## src/rtl/sha256_padder.sv

```systemverilog
// rtl/sha256_padder.sv - FIPS 180-4 message padder feeding 512-bit blocks to the sha256 core
module sha256_padder #(
    parameter int LEN_W = 61
) (
    input  logic             clk,
    input  logic             rst,
    input  logic             start,
    input  logic [LEN_W-1:0] msg_len,
    input  logic [7:0]       in_data,
    input  logic             in_valid,
    output logic             in_ready,
    output logic [511:0]     blk_data,
    output logic             blk_valid,
    input  logic             blk_rdy,
    output logic [63:0]      total_blocks,
    output logic             busy,
    output logic             done
);

    typedef enum logic [2:0] {IDLE, FILL, PAD, LEN, EMIT} state_t;

    state_t           state, state_nxt, ret_state;
    logic [511:0]     blk_buf;
    logic [5:0]       idx;
    logic [8:0]       bit_hi;
    logic [LEN_W-1:0] len_q;
    logic [LEN_W-1:0] consumed;
    logic             final_blk;
    logic             marker_done;
    logic [63:0]      blk_cnt;
    logic             last_byte;

    assign bit_hi    = 9'd511 - {idx, 3'b000};
    assign last_byte = (consumed + 1'b1) == len_q;
    assign blk_data  = blk_buf;

    always_comb begin
        state_nxt = state;
        in_ready  = 1'b0;
        blk_valid = 1'b0;
        busy      = (state != IDLE);
        case (state)
            IDLE: begin
                if (start) state_nxt = (msg_len == '0) ? PAD : FILL;
            end
            FILL: begin
                in_ready = 1'b1;
                if (in_valid) begin
                    if (idx == 6'd63)   state_nxt = EMIT;
                    else if (last_byte) state_nxt = PAD;
                end
            end
            PAD: begin
                // Length needs bytes 56..63 free; otherwise spill into one more block.
                if (idx == 6'd55)      state_nxt = LEN;
                else if (idx == 6'd63) state_nxt = EMIT;
            end
            LEN: state_nxt = EMIT;
            EMIT: begin
                blk_valid = 1'b1;
                if (blk_rdy) state_nxt = final_blk ? IDLE : ret_state;
            end
            default: state_nxt = IDLE;
        endcase
    end

    always_ff @(posedge clk or negedge rst) begin
        if (!rst) begin
            state        <= IDLE;
            ret_state    <= IDLE;
            blk_buf      <= '0;
            idx          <= '0;
            len_q        <= '0;
            consumed     <= '0;
            final_blk    <= 1'b0;
            marker_done  <= 1'b0;
            blk_cnt      <= '0;
            total_blocks <= '0;
            done         <= 1'b0;
        end else begin
            state <= state_nxt;
            done  <= 1'b0;
            case (state)
                IDLE: begin
                    if (start) begin
                        len_q        <= msg_len;
                        total_blocks <= ((64'(msg_len) + 64'd8) >> 6) + 64'd1;
                        blk_buf      <= '0;
                        idx          <= '0;
                        consumed     <= '0;
                        final_blk    <= 1'b0;
                        marker_done  <= 1'b0;
                        blk_cnt      <= '0;
                    end
                end
                FILL: begin
                    if (in_valid) begin
                        blk_buf[bit_hi -: 8] <= in_data;
                        idx                  <= idx + 6'd1;
                        consumed             <= consumed + 1'b1;
                        if (idx == 6'd63) ret_state <= last_byte ? PAD : FILL;
                    end
                end
                PAD: begin
                    blk_buf[bit_hi -: 8] <= marker_done ? 8'h00 : 8'h80;
                    marker_done          <= 1'b1;
                    idx                  <= idx + 6'd1;
                    if (idx == 6'd63) ret_state <= PAD;
                end
                LEN: begin
                    blk_buf[63:0] <= 64'({len_q, 3'b000});
                    final_blk     <= 1'b1;
                end
                EMIT: begin
                    if (blk_rdy) begin
                        blk_buf <= '0;
                        blk_cnt <= blk_cnt + 64'd1;
                        if (final_blk) done <= 1'b1;
                    end
                end
                default: ;
            endcase
        end
    end

    a_block_count: assert property (@(posedge clk) disable iff (!rst)
        done |-> (blk_cnt == total_blocks));

endmodule

```

## config.mk

```make
export PLATFORM = sky130hd
export DESIGN_NAME = sha256_padder
export DESIGN_NICKNAME = d
export VERILOG_FILES = /design/src/rtl/sha256_padder.sv
export SDC_FILE = /design/constraint.sdc
export NUM_CORES = 2
export LEC_CHECK = 0
export ABC_AREA = 0
export BUFFER_PORTS_ARGS = -buffer_cell sky130_fd_sc_hd__buf_2
export CAP_MARGIN = 10
export CORE_MARGIN = 3
export CORE_UTILIZATION = 30
export DETAILED_ROUTE_END_ITERATION = 6
export PLACE_DENSITY = 0.52
export SYNTH_ARGS = -nofsm -noshare
export SYNTH_HDL_FRONTEND = slang
export SYNTH_SLANG_ARGS = --single-unit
export TNS_END_PERCENT = 100
```

## constraint.sdc

```tcl
create_clock -name clk -period 8.5 [get_ports clk]
set_clock_uncertainty 0.05 [all_clocks]
set_input_delay 1.275 -clock clk [delete_from_list [all_inputs] [get_ports clk]]
set_output_delay 1.275 -clock clk [all_outputs]
set_load 0.03 [all_outputs]
```

### Word-level counts from Yosys, hierarchy flattened

Index checks and enable logic that the tools add are counted.

| operators by class | value |
|---|---|
| add/subtract/negate cells | 6 |
| multipliers | 0 |
| divide/modulo/power cells | 0 |
| magnitude comparators | 0 |
| equal/unequal tests | 14 |
| shift operators | 3 |
| mux-type cells | 37 |
| bitwise gates (word level) | 0 |
| reductions and logical operators | 19 |

Operator list:

| operator | number |
|---|---|
| $pmux 448 s4 | 1 |
| $mux 512 | 3 |
| $shiftx 8x11->519 | 2 |
| $bwmux 512 | 2 |
| $shift 8x11->519 const A | 1 |
| $pmux 64 s5 | 1 |
| $mux 61 | 2 |
| $pmux 61 s2 | 1 |
| $add 61x4->62 const B | 1 |
| $add 61x1->61 const B | 1 |
| $eq 61x61->1 | 1 |
| $logic_not 61->1 | 1 |
| $add 56x1->57 const B | 1 |
| $mux 3 | 11 |
| $pmux 6 s3 | 1 |
| $pmux 3 s5 | 1 |
| $eq 6x6->1 const B | 2 |
| $mux 6 | 2 |
| $reduce_and 4->1 | 3 |
| $neg 9->11 | 1 |
| $ne 2x2->1 const B | 5 |
| $sub 9x9->9 const A | 1 |
| $mux 8 | 1 |
| $reduce_bool 2->1 | 4 |
| other kinds (16) | 29 |

| storage, ports and cells | value |
|---|---|
| bits in registers | 713 |
| bits in latches | 0 |
| memory bits (writable) | 0 |
| ROM bits | 0 |
| input port bits | 74 |
| output and inout bits | 580 |
| memories kept | 0 |

### Depth between registers and ports, before layout

| depth | value |
|---|---|
| word-level depth | 6 |
| depth in mapped cells | 13 |
| depth with buffers taken out | 10 |

### Least setup slack after synthesis

No wires, ideal clock.

| timing path | value |
|---|---|
| path type | in2reg |
| start point | in msg_len[20] |
| end point | reg total_blocks[52] |
| setup time | 0.095 ns |
| data arrival time | 4.576 ns |
| setup slack | 3.779 ns |
| stages | 12 |
| buffers on the path | 3 |
| cells stage by stage | buf_2 nand2_1 or4_1 buf_2 or4_4 a221oi_2 nand4_1 or4_1 buf_2 or4_4 o21a_1 o31ai_1 |

| on the way | value |
|---|---|
| cells in the longest elaborated chain, start to end | 2 |

Ends and longest elaborated chain:

| item | line | text |
|---|---|---|
| from (decl) | 8 | `input logic [LEN_W-1:0] msg_len,` |
| $add 61x4->62 | 87 | `total_blocks <= ((64'(msg_len) + 64'd8) >> 6) + 64'd1;` |
| $add 56x1->57 | 87 |  |
| to (signal assigned) | 87 |  |
| to (decl) | 15 | `output logic [63:0] total_blocks,` |

Every way passes these cells.
A chain may end at the register's enable or synchronous reset.

### Worst setup path in the final report

| timing path | value |
|---|---|
| start point | in msg_len[10] |
| end point | reg total_blocks[52] |

The elaborated chain is that of the path after synthesis.

==> results.md <==
STA:
- For the finished layout, the period the worst path requires is 4670 ps.
- The worst pin sits at a relative slew slack of 15.7%.
- After layout, the worst setup slack is 3830 ps.
- Setup repair after global routing left no endpoint under its margin.
- The count of endpoints failing hold in the final timing report came to 0.
- The worst path uses 54.9% of the clock period.
- The max-slew violation count is 0.
- The number of failing setup endpoints in the final timing report is 0.
- At the pin with the least slew margin, the transition time is 1260 ps.
- The final total negative setup slack is 0 ps.
- The maximum achievable frequency is 214 MHz.

Synthesis:
- Yosys attributes the largest share of cell area to sky130_fd_sc_hd__dfrtp_1 52%, sky130_fd_sc_hd__o21ai_0 8.9%, sky130_fd_sc_hd__nand2_1 7.4%, sky130_fd_sc_hd__nand3_1 6.3%, sky130_fd_sc_hd__xnor2_1 2.5%.
- The area of the mapped netlist is 33,700 um2.
- The async set-or-reset flop fraction in the synthesized netlist is 100%.
- The yosys synthesis warning count is 0.
- The cell accounting for the most synthesized area is sky130_fd_sc_hd__dfrtp_1.
- The number of distinct library cells after synthesis is 75.
- The most common flop cell mapped by yosys is sky130_fd_sc_hd__dfrtp_1.
- The synthesized area per cell is 8.97 um2.
- The number of synthesized flops with an enable pin is 0.
- The synthesis-stage register bit count is 705.
- The portion of the post-synthesis area used by sequential elements is 52.4%.
- Synthesis produced 3,753 cells.
- The top cell type by area accounts for 52.4% of the synthesized area.

Global routing:
- The final global-route overflow total is 0.
- The first global-routing pass estimated 230 mm of wire.
- The aggregate global-route resource usage is 26.8%.
- The initial antenna violation count came to 15.
- Entering global routing, the biggest net connects 214 pins.
- The number of global-route vias before repair came to 30,626.

Placement:
- At the end of routability-driven placement, the weighted congestion stood at 0.947.
- At the placement stage, the worst setup path has a slack of 3170 ps.
- In this run, placement finished with an instance count of 5,669.
- Once detailed placement completed, the half-perimeter wirelength came to 118 mm.
- The count of port buffers added during placement is 646.

Layout:
- The filler cells instantiated in the layout total 11,753.
- The register area is 17,600 um2.
- The total area of multi-input combinational cells is 15,000 um2.
- The final-stage net count is 4,348.
- The post-route non-filler standard cell count is 5,828.
- The area added between synthesis and finish is 22.0%.
- The share of layout cells above drive strength 1 is 20.1%.

Clock tree:
- The clock latency at the later pin of the worst-skew pair is 660 ps.
- The number of hold-repair buffers added at the cts stage is 0.
- The CTS H-tree depth is 3.
- The number of clock buffers added by TritonCTS is 83.
- The number of setup buffers added after CTS is 0.
- The clock tree from TritonCTS is yes.
- The largest buffer count on any clock path is 3.
- The post-cts gate resize count is 0.
- The tree is rooted in a sky130_fd_sc_hd__clkbuf_16.
- The tree built by TritonCTS fans out to 705 sinks.
- Clock-pin slew was measured on the worst setup and hold paths at 60 ps.

Setup path:
- The critical path data required time is 9020 ps.
- The biggest fanout along the worst timing path is 10.
- The worst setup path is of the input port to register kind.
- For flop-to-flop paths, the worst setup slack is 3950 ps.
- The launching element type of the critical path is an input port.
- The startpoint of the most critical register-to-register path is consumed[6].
- The end of the worst register-to-register path is state[1].
- The endpoint type of the worst setup path is a register.
- The worst setup path startpoint is msg_len[10].
- The capturing element of the worst setup path is total_blocks[52].
- Data arrives at the worst endpoint at 5190 ps.
- The number of cells on the worst reg-to-reg path is 9.

Floorplan:
- The die extent in x is 341 um.
- The effective utilization at floorplan is 30.3%.
- The die covers 116,000 um2.
- The boundary pin count is 654.
- From bottom edge to top edge, the die measures 341 um.
- The row count is 122.
- The total area inside the core boundary comes to 111,000 um2.

Route:
- For this run, design rule violations remaining after detail routing come to 0.
- The routed design has 161 mm of wire.
- For this block, the via count after detailed routing is 31,882.
- In the final routed layout, each cell accounts on average for 27.5 um.
- After detailed routing, the number of vias per cell comes to 5.47.
- For this run, the detailed router's first-pass iteration total came to 5.
- In this run, the number of DRC markers left after iteration 0 of detailed routing was 3,040.
- The remaining number of nets flagged by the antenna check after routing is 0.

Job:
- Across the run, the number of max-cap violations was 0.

Worst hold path:
- The worst hold path belongs to the class register to register.
- The worst hold path begins at blk_data[50].

Outcome:
- The flow ran to the end, and the final reports show no timing, DRC or antenna violations.

Pwr:
- The leakage power is 18.7 nW.
- The total power divided by cell area is 291 nW/um2.
- Across the VDD grid, the largest voltage drop is 0.000328 V.
- The power consumption is 0.0119 W.
==> state kept, by name (all words and copies together) (netlist names) <==
register / flops
len_q: 61
blk_data: 512
ret_state: 2
consumed: 61
idx: 6
final_blk: 1
total_blocks: 57
marker_done: 1
done: 1
state: 3
==> stage by stage <==
stage               hold slack, ps  area, um2  util (%)
global placement               406      38300      34.5
detailed placement             414      38300      34.5
finish                         430      41100      37.0
global route                   443      41100      37.0
floorplan                      392      33700         -
CTS                            429      41100      37.0
==> cells in the mapped netlist, types with 23 or more instances <==
cell                       count
sky130_fd_sc_hd__nand3_1     421
sky130_fd_sc_hd__nand2_1     667
sky130_fd_sc_hd__nor2_1      184
sky130_fd_sc_hd__a21oi_1      62
sky130_fd_sc_hd__clkbuf_1    212
sky130_fd_sc_hd__or4_1        24
sky130_fd_sc_hd__xnor2_1      96
sky130_fd_sc_hd__dfrtp_1     705
sky130_fd_sc_hd__nor4_1       63
sky130_fd_sc_hd__xor2_1       73
sky130_fd_sc_hd__or3_1        23
sky130_fd_sc_hd__buf_1        39
sky130_fd_sc_hd__o31ai_1      35
sky130_fd_sc_hd__nand4_1      73
sky130_fd_sc_hd__and2_1       33
sky130_fd_sc_hd__a32o_1       44
sky130_fd_sc_hd__o21ai_0     597
sky130_fd_sc_hd__and3_1       26
sky130_fd_sc_hd__nor3_1       58
==> critical path, cell delays in order <==
cell and delay [ps]:
sky130_fd_sc_hd__buf_2 190, sky130_fd_sc_hd__nand4_2 230, sky130_fd_sc_hd__or4_1 750, sky130_fd_sc_hd__or3_1 550
sky130_fd_sc_hd__xnor2_1 300, sky130_fd_sc_hd__nand4_1 200, sky130_fd_sc_hd__or4_1 790, sky130_fd_sc_hd__or4_4 510
sky130_fd_sc_hd__o21a_1 180, sky130_fd_sc_hd__o31ai_1 200
==> cell type report <==
class | count | area share (%)
flip-flops and latches | 705 | 42.9
multi-input cells | 2760 | 36.6
repair buffers | 695 | 8.91
clock buffers | 125 | 5.96
well taps | 1488 | 4.53
clock inverters | 27 | 0.777
inverters | 21 | 0.192
diodes | 7 | 0.0426
==> how the worst min path moves through the flow <==
stage / endpoint / slack [ps] / depth (start not counted)
after floorplan: marker_done / 390 / 2
after CTS: marker_done / 430 / 2
final: blk_data[50] / 430 / 2
after global routing: blk_data[293] / 440 / 1
after global placement: marker_done / 410 / 2
after detailed placement: blk_data[70] / 410 / 2
==> power by group <==
| group | switching, W | internal (W) | leakage [nW] |
|---|---|---|---|
| Clock | 0.00154 | 0.00215 | 1.36 |
| Sequential | 0.000551 | 0.00373 | 9.65 |
| Combinational | 0.00311 | 0.000859 | 7.74 |
| Total | 0.00520 | 0.00674 | 18.7 |
==> placed cells by master, fill, tap and decap left out, drive strengths merged, types with 14 or more instances in the layout <==
cell    count
dfrtp     705
buf       695
nand2     667
o21ai     614
nand3     421
nor2      184
clkbuf    125
xnor2      96
nand4      75
xor2       74
nor4       64
a21oi      62
nor3       58
a32o       44
and2       39
o31ai      35
and3       26
or4        26
or3        23
inv        23
a32oi      21
and4       20
clkinv     19
a22oi      18
nor2b      15
a21o       14
o41ai      14
==> kinds of logic after synthesis <==
family                   synth area share, %
adder cells (fa/ha/maj)                0.297
AND/OR/NAND/NOR                         23.5
flip-flops                              52.4
XOR/XNOR                                4.45
AO/OA/AOI/OAI                           15.7
buffers and inverters                   3.41
multiplexers                           0.297
other                                 0.0111
==> layer usage <==
metal,share of wire (%),routed length [um],vias to the layer above,GRT usage (%)
met5,0.072,115,-,0
met4,2.6,4220,16,6.92
met3,8.0,12900,212,6.82
met2,47,75900,1203,44.0
met1,42,67400,16008,35.2
li1,-,-,14443,-
Note: power is estimated with default switching activity, not from simulation.
